===== src/rtl/cpu_run_monitor.sv =====
// Run controller for the single-cycle processor.
// It sequences the processor's active-low reset and watches the PC every RUN cycle.
// A run ends when the PC sits on a self-branch (halt) or when the cycle budget is used up
// (timeout). At that point the cycle count, final PC and result are frozen for the bench.
module cpu_run_monitor #(
  parameter int          PC_W         = 6,
  parameter int          CNT_W        = 32,
  parameter int          RST_CYCLES   = 2,
  parameter int          HALT_STABLE  = 4,
  parameter int          MAX_CYCLES   = 1000,
  parameter logic [31:0] EXPECTED_RES = 32'd0
) (
  input  logic             clk_i,
  input  logic             rst_i,
  input  logic             start_i,
  input  logic             abort_i,
  input  logic [PC_W-1:0]  pc_i,
  input  logic [31:0]      res_i,
  output logic             cpu_rst_n_o,
  output logic             running_o,
  output logic             done_o,
  output logic             halted_o,
  output logic             timeout_o,
  output logic             pass_o,
  output logic [CNT_W-1:0] cycles_o,
  output logic [PC_W-1:0]  final_pc_o,
  output logic [31:0]      final_res_o
);

  localparam int RCNT_W   = (RST_CYCLES  > 1) ? $clog2(RST_CYCLES + 1)  : 1;
  localparam int STABLE_W = (HALT_STABLE > 1) ? $clog2(HALT_STABLE + 1) : 1;

  typedef enum logic [1:0] {
    IDLE,
    RESET,
    RUN,
    DONE
  } state_t;

  state_t              state_q;
  logic [RCNT_W-1:0]   resetCnt_q;
  logic [STABLE_W-1:0] stableCnt_q;
  logic [PC_W-1:0]     prevPc_q;
  logic                firstRun_q;
  logic                cpuRstN_q;
  logic                running_q;
  logic                done_q;
  logic                halted_q;
  logic                timeout_q;
  logic                pass_q;
  logic [CNT_W-1:0]    cycles_q;
  logic [PC_W-1:0]     finalPc_q;
  logic [31:0]         finalRes_q;

  logic [CNT_W-1:0]    cycles_d;
  logic                pcSame;
  logic                haltHit;
  logic                timeoutHit;
  logic                resMatch;

  // Halt/timeout detection for the current RUN sample. The first RUN sample has no
  // previous PC to compare against, so it can never count as a halt.
  always_comb begin
    cycles_d   = cycles_q + 1'b1;
    pcSame     = (pc_i == prevPc_q);
    haltHit    = !firstRun_q && pcSame &&
                 (stableCnt_q == STABLE_W'(HALT_STABLE - 2));
    timeoutHit = (cycles_d == CNT_W'(MAX_CYCLES));
    resMatch   = (res_i == EXPECTED_RES);
  end

  // Run sequencer: all state and outputs are registered here; abort beats start.
  always_ff @(posedge clk_i) begin
    if (rst_i) begin
      state_q     <= IDLE;
      resetCnt_q  <= '0;
      stableCnt_q <= '0;
      prevPc_q    <= '0;
      firstRun_q  <= 1'b0;
      cpuRstN_q   <= 1'b0;
      running_q   <= 1'b0;
      done_q      <= 1'b0;
      halted_q    <= 1'b0;
      timeout_q   <= 1'b0;
      pass_q      <= 1'b0;
      cycles_q    <= '0;
      finalPc_q   <= '0;
      finalRes_q  <= '0;
    end else begin
      case (state_q)
        IDLE, DONE: begin
          if (start_i) begin
            state_q    <= RESET;
            resetCnt_q <= '0;
            cpuRstN_q  <= 1'b0;
            running_q  <= 1'b0;
            done_q     <= 1'b0;
            halted_q   <= 1'b0;
            timeout_q  <= 1'b0;
            pass_q     <= 1'b0;
            cycles_q   <= '0;
            finalPc_q  <= '0;
            finalRes_q <= '0;
          end
        end

        RESET, RUN: begin
          if (abort_i) begin
            state_q   <= IDLE;
            cpuRstN_q <= 1'b0;
            running_q <= 1'b0;
            done_q    <= 1'b0;
            halted_q  <= 1'b0;
            timeout_q <= 1'b0;
            pass_q    <= 1'b0;
          end else if (state_q == RESET) begin
            if (resetCnt_q == RCNT_W'(RST_CYCLES - 1)) begin
              state_q    <= RUN;
              cpuRstN_q  <= 1'b1;
              running_q  <= 1'b1;
              firstRun_q <= 1'b1;
            end else begin
              resetCnt_q <= resetCnt_q + 1'b1;
            end
          end else begin
            cycles_q   <= cycles_d;
            prevPc_q   <= pc_i;
            firstRun_q <= 1'b0;
            if (firstRun_q || !pcSame) begin
              stableCnt_q <= '0;
            end else begin
              stableCnt_q <= stableCnt_q + 1'b1;
            end
            if (haltHit || timeoutHit) begin
              state_q    <= DONE;
              halted_q   <= haltHit;
              timeout_q  <= !haltHit;
              pass_q     <= haltHit && resMatch;
              finalPc_q  <= pc_i;
              finalRes_q <= res_i;
              done_q     <= 1'b1;
              running_q  <= 1'b0;
            end
          end
        end

        default: state_q <= IDLE;
      endcase
    end
  end

  assign cpu_rst_n_o = cpuRstN_q;
  assign running_o   = running_q;
  assign done_o      = done_q;
  assign halted_o    = halted_q;
  assign timeout_o   = timeout_q;
  assign pass_o      = pass_q;
  assign cycles_o    = cycles_q;
  assign final_pc_o  = finalPc_q;
  assign final_res_o = finalRes_q;

endmodule


===== config.mk =====
export PLATFORM = sky130hd
export DESIGN_NAME = cpu_run_monitor
export DESIGN_NICKNAME = d
export VERILOG_FILES = /design/src/rtl/cpu_run_monitor.sv
export SDC_FILE = /design/constraint.sdc
export NUM_CORES = 1
export LEC_CHECK = 0
export BUFFER_PORTS_ARGS = -buffer_cell sky130_fd_sc_hd__buf_4
export CORE_UTILIZATION = 40
export DETAILED_ROUTE_END_ITERATION = 12
export PLACE_DENSITY_LB_ADDON = 0.25
export REMOVE_ABC_BUFFERS = 1
export SLEW_MARGIN = 0
export SYNTH_ARGS = -nofsm -noshare
export SYNTH_HDL_FRONTEND = slang
export SYNTH_SLANG_ARGS = --single-unit
export TNS_END_PERCENT = 30

===== constraint.sdc =====
create_clock -name clk_i -period 3.3 [get_ports clk_i]
set_input_delay 0.495 -clock clk_i [delete_from_list [all_inputs] [get_ports clk_i]]
set_output_delay 0.495 -clock clk_i [all_outputs]
set_load 0.01 [all_outputs]

==> impl_metrics.csv <==
group,metric,value,unit
place,port_buffers,117,
pwr,power_density,387,nW/um^2
synth,syn_avg_cell_area,8.05,sq um
critical_path,crit_path_start_kind,"register",
synth,synth_edf_count,0,
synth,syn-cell-area,5060,sq um
cells_and_area,stdcell_area,6340,sq um
cells_and_area,drive_gt1_share,28.9,%
grt,antenna_found_initial,0,
routing,drtAntennaViolNets,0,
timing,setup_ws,215,ps
cts,cts.sinks,90,
routing,drc,0,
cts,postCtsSetupBuffers,0,
grt,track_usage,21.4,%
cts,insertion_delay,340,ps
critical_path,critical_path.max_fanout,16,
synth,yosysWarningCount,0,
cts,cts_tree,"yes",
routing,wl,13900,um
routing,route.vias.total,5064,
grt,grt_pass1_wl,22500,um
timing,holdWs,412,ps
run,drv_cap,0,
die,fp.dieW,115,um
cts,htree_levels,3,
grt,grt_pass1_vias,4553,
synth,syn_inst,629,
critical_path,cp_cell_sequence,"ha_1 > nand3_2 > nor4_1 > nand2_1 > xor2_1 > and4_4 > a31o_2 > buf_12 > nand3_1 > a21oi_2",
timing,finalCritPeriodShare,93.5,%
die,fp.dieH,115,um
pwr,total_power,2.46,mW
die,num_rows,40,
cells_and_area,fillers,1156,
cells_and_area,utilization,52.1,%
place,hpwl,9470,um
critical_path,timing.rr.start,"cycles_o[0]",
worst_hold_path,whs_path_depth,3,
synth,async_reset_ff_share,0,%
cells_and_area,final_common_cell,"buf_4",
timing,hold_viol_final,0,
pwr,leakage,2.27,nW
synth,ys_seq_area_share,35.6,%
die,start_util,41.6,%
place,dpl.cell_count,877,
critical_path,cp_slowest_cell,"nor4_1",
critical_path,cp-end-kind,"register",
timing,report.final.slew_viol_count,0,
worst_hold_path,worstHoldStart,"res_i[20]",
cts,clock-root-buffer,"clkbuf_16",
critical_path,worstRegToRegCells,10,
timing,finClkSkew,9.28,ps
critical_path,required,3570,ps
cells_and_area,n_antenna_cell,0,
cts,clk_pin_slew,70,ps
place,gp_congestion,0.853,
routing,wl_per_cell,15.6,um
place,dpl_worst_slack,167,ps
timing,max_slew_margin,59.2,%
critical_path,cpPeakStageDelay,600,ps
routing,first_pass_iters,5,
critical_path,cp_num_cells,10,
critical_path,startpoint,"cycles_o[0]",
timing,tns,0,ps
cells_and_area,fin_nets,771,
cells_and_area,multi_input_area,2940,sq um
synth,synth.ff_latch_count,90,
worst_hold_path,min_path_type,"in -> reg",
critical_path,path_buf_inv,1,
cells_and_area,final_cell_mix,"buf_4 (136), dfxtp_1 (90), a21oi_1 (68)",
critical_path,cp.arrival,3360,ps
routing,drt_first_iter_violations,310,
die,die_area,13100,sq um
routing,viasPerCell,5.66,
run_status,status,"finished, final reports clean",
die,core_area,12200,sq um
grt,grt_start_max_net_pins,50,
place,place_area,6050,sq um
cells_and_area,area_growth,25.2,%
timing,setup_viol,0,
cts,cts_max_path_buffers,2,
cells_and_area,seqCellArea,1800,sq um
cells_and_area,stdcell_count,895,
timing,tightest_slew,612,ps
cts,cts_buffers,9,
timing,grt_setup_unrepaired,"no",
timing,layout_min_cycle_time,3080,ps
synth,ys.flop_type,"dfxtp_1",
die,ioPinCount,118,
cts,hold_buffers,0,
cts,post_cts_resized,0,
critical_path,worstSetupPathType,"reg -> reg",
grt,overflow,0,
timing,max_freq,324,MHz
pwr,peakVddDrop,0.232,mV
synth,synth_cell_type_count,63,
critical_path,path_delay_family,"simple AND/OR/NAND/NOR gates",
registers in the layout (all words and copies together) (netlist names), 2 cells and up:
name	flops
stableCnt_q	3
prevPc_q	6
final_pc_o	6
cycles_o	32
resetCnt_q	2
final_res_o	32
state_q	2
cell type report:
type / count / share of cell area [%]
clock buffer: 9 / 3.55
clock inverter: 7 / 0.829
inverter: 7 / 0.415
multi-input combinational: 475 / 46.4
sequential: 90 / 28.4
tap: 168 / 3.32
timing repair buffer: 139 / 17.1
layer usage:
metal	global-route usage [%]	routed length [um]	vias to the layer above	share of wire [%]
met1	27.7	6170	2403	44
met3	5.93	1120	11	8.1
met4	5.71	133	0	0.96
met2	34.9	6490	176	47
li1	-	-	2474	-
met5	0	0	-	0
cells in the mapped netlist, types with 8 or more instances:
cell	number	area, sq um
nand3_2	21	210
clkbuf_1	28	105
nand4_1	11	68.8
a21oi_2	16	140
a31oi_1	8	50.1
buf_2	16	80.1
nand2_1	55	206
o21ai_1	21	105
or3_1	8	50.1
a21oi_1	68	340
xnor2_1	11	96.3
o21ai_0	42	210
dfxtp_1	90	1800
nor3_1	25	125
xor2_1	10	87.6
nor2_1	50	188
nor4_1	14	87.6
nand3_1	36	180
cells by family (layout without fill, tap and decap cells):
family	after synthesis	after routing	share of synthesized area, %
AOI/OAI and AO/OA	188	188	22.6
xor gates and xnor gates	21	21	3.63
adders and majority gates	7	7	1.73
buffers and inverters	64	162	6.45
DFF	90	90	35.6
muxes	3	3	0.593
and+or+nand+nor	256	256	29.4
worst paths after layout:
path                      to  slack, ps
max          final_res_o[27]        220
min          final_res_o[20]        410
max reg2reg  final_res_o[27]        220
min reg2reg    resetCnt_q[1]        470
worst register-to-register path, cell delays in order (launching register included):
cell and delay, ps:
dfxtp_1 330, ha_1 300, nand3_2 250, nor4_1 610, nand2_1 160, xor2_1 200
and4_4 280, a31o_2 430, buf_12 220, nand3_1 110, a21oi_2 140
report_power, final:
group / internal [mW] / leakage [nW] / switching (mW)
registers: 1.10 / 0.725 / 0.00724
clock network: 0.519 / 0.142 / 0.456
logic: 0.116 / 1.40 / 0.261
total: 1.73 / 2.27 / 0.724
Note: power is estimated with default switching activity, not from simulation.
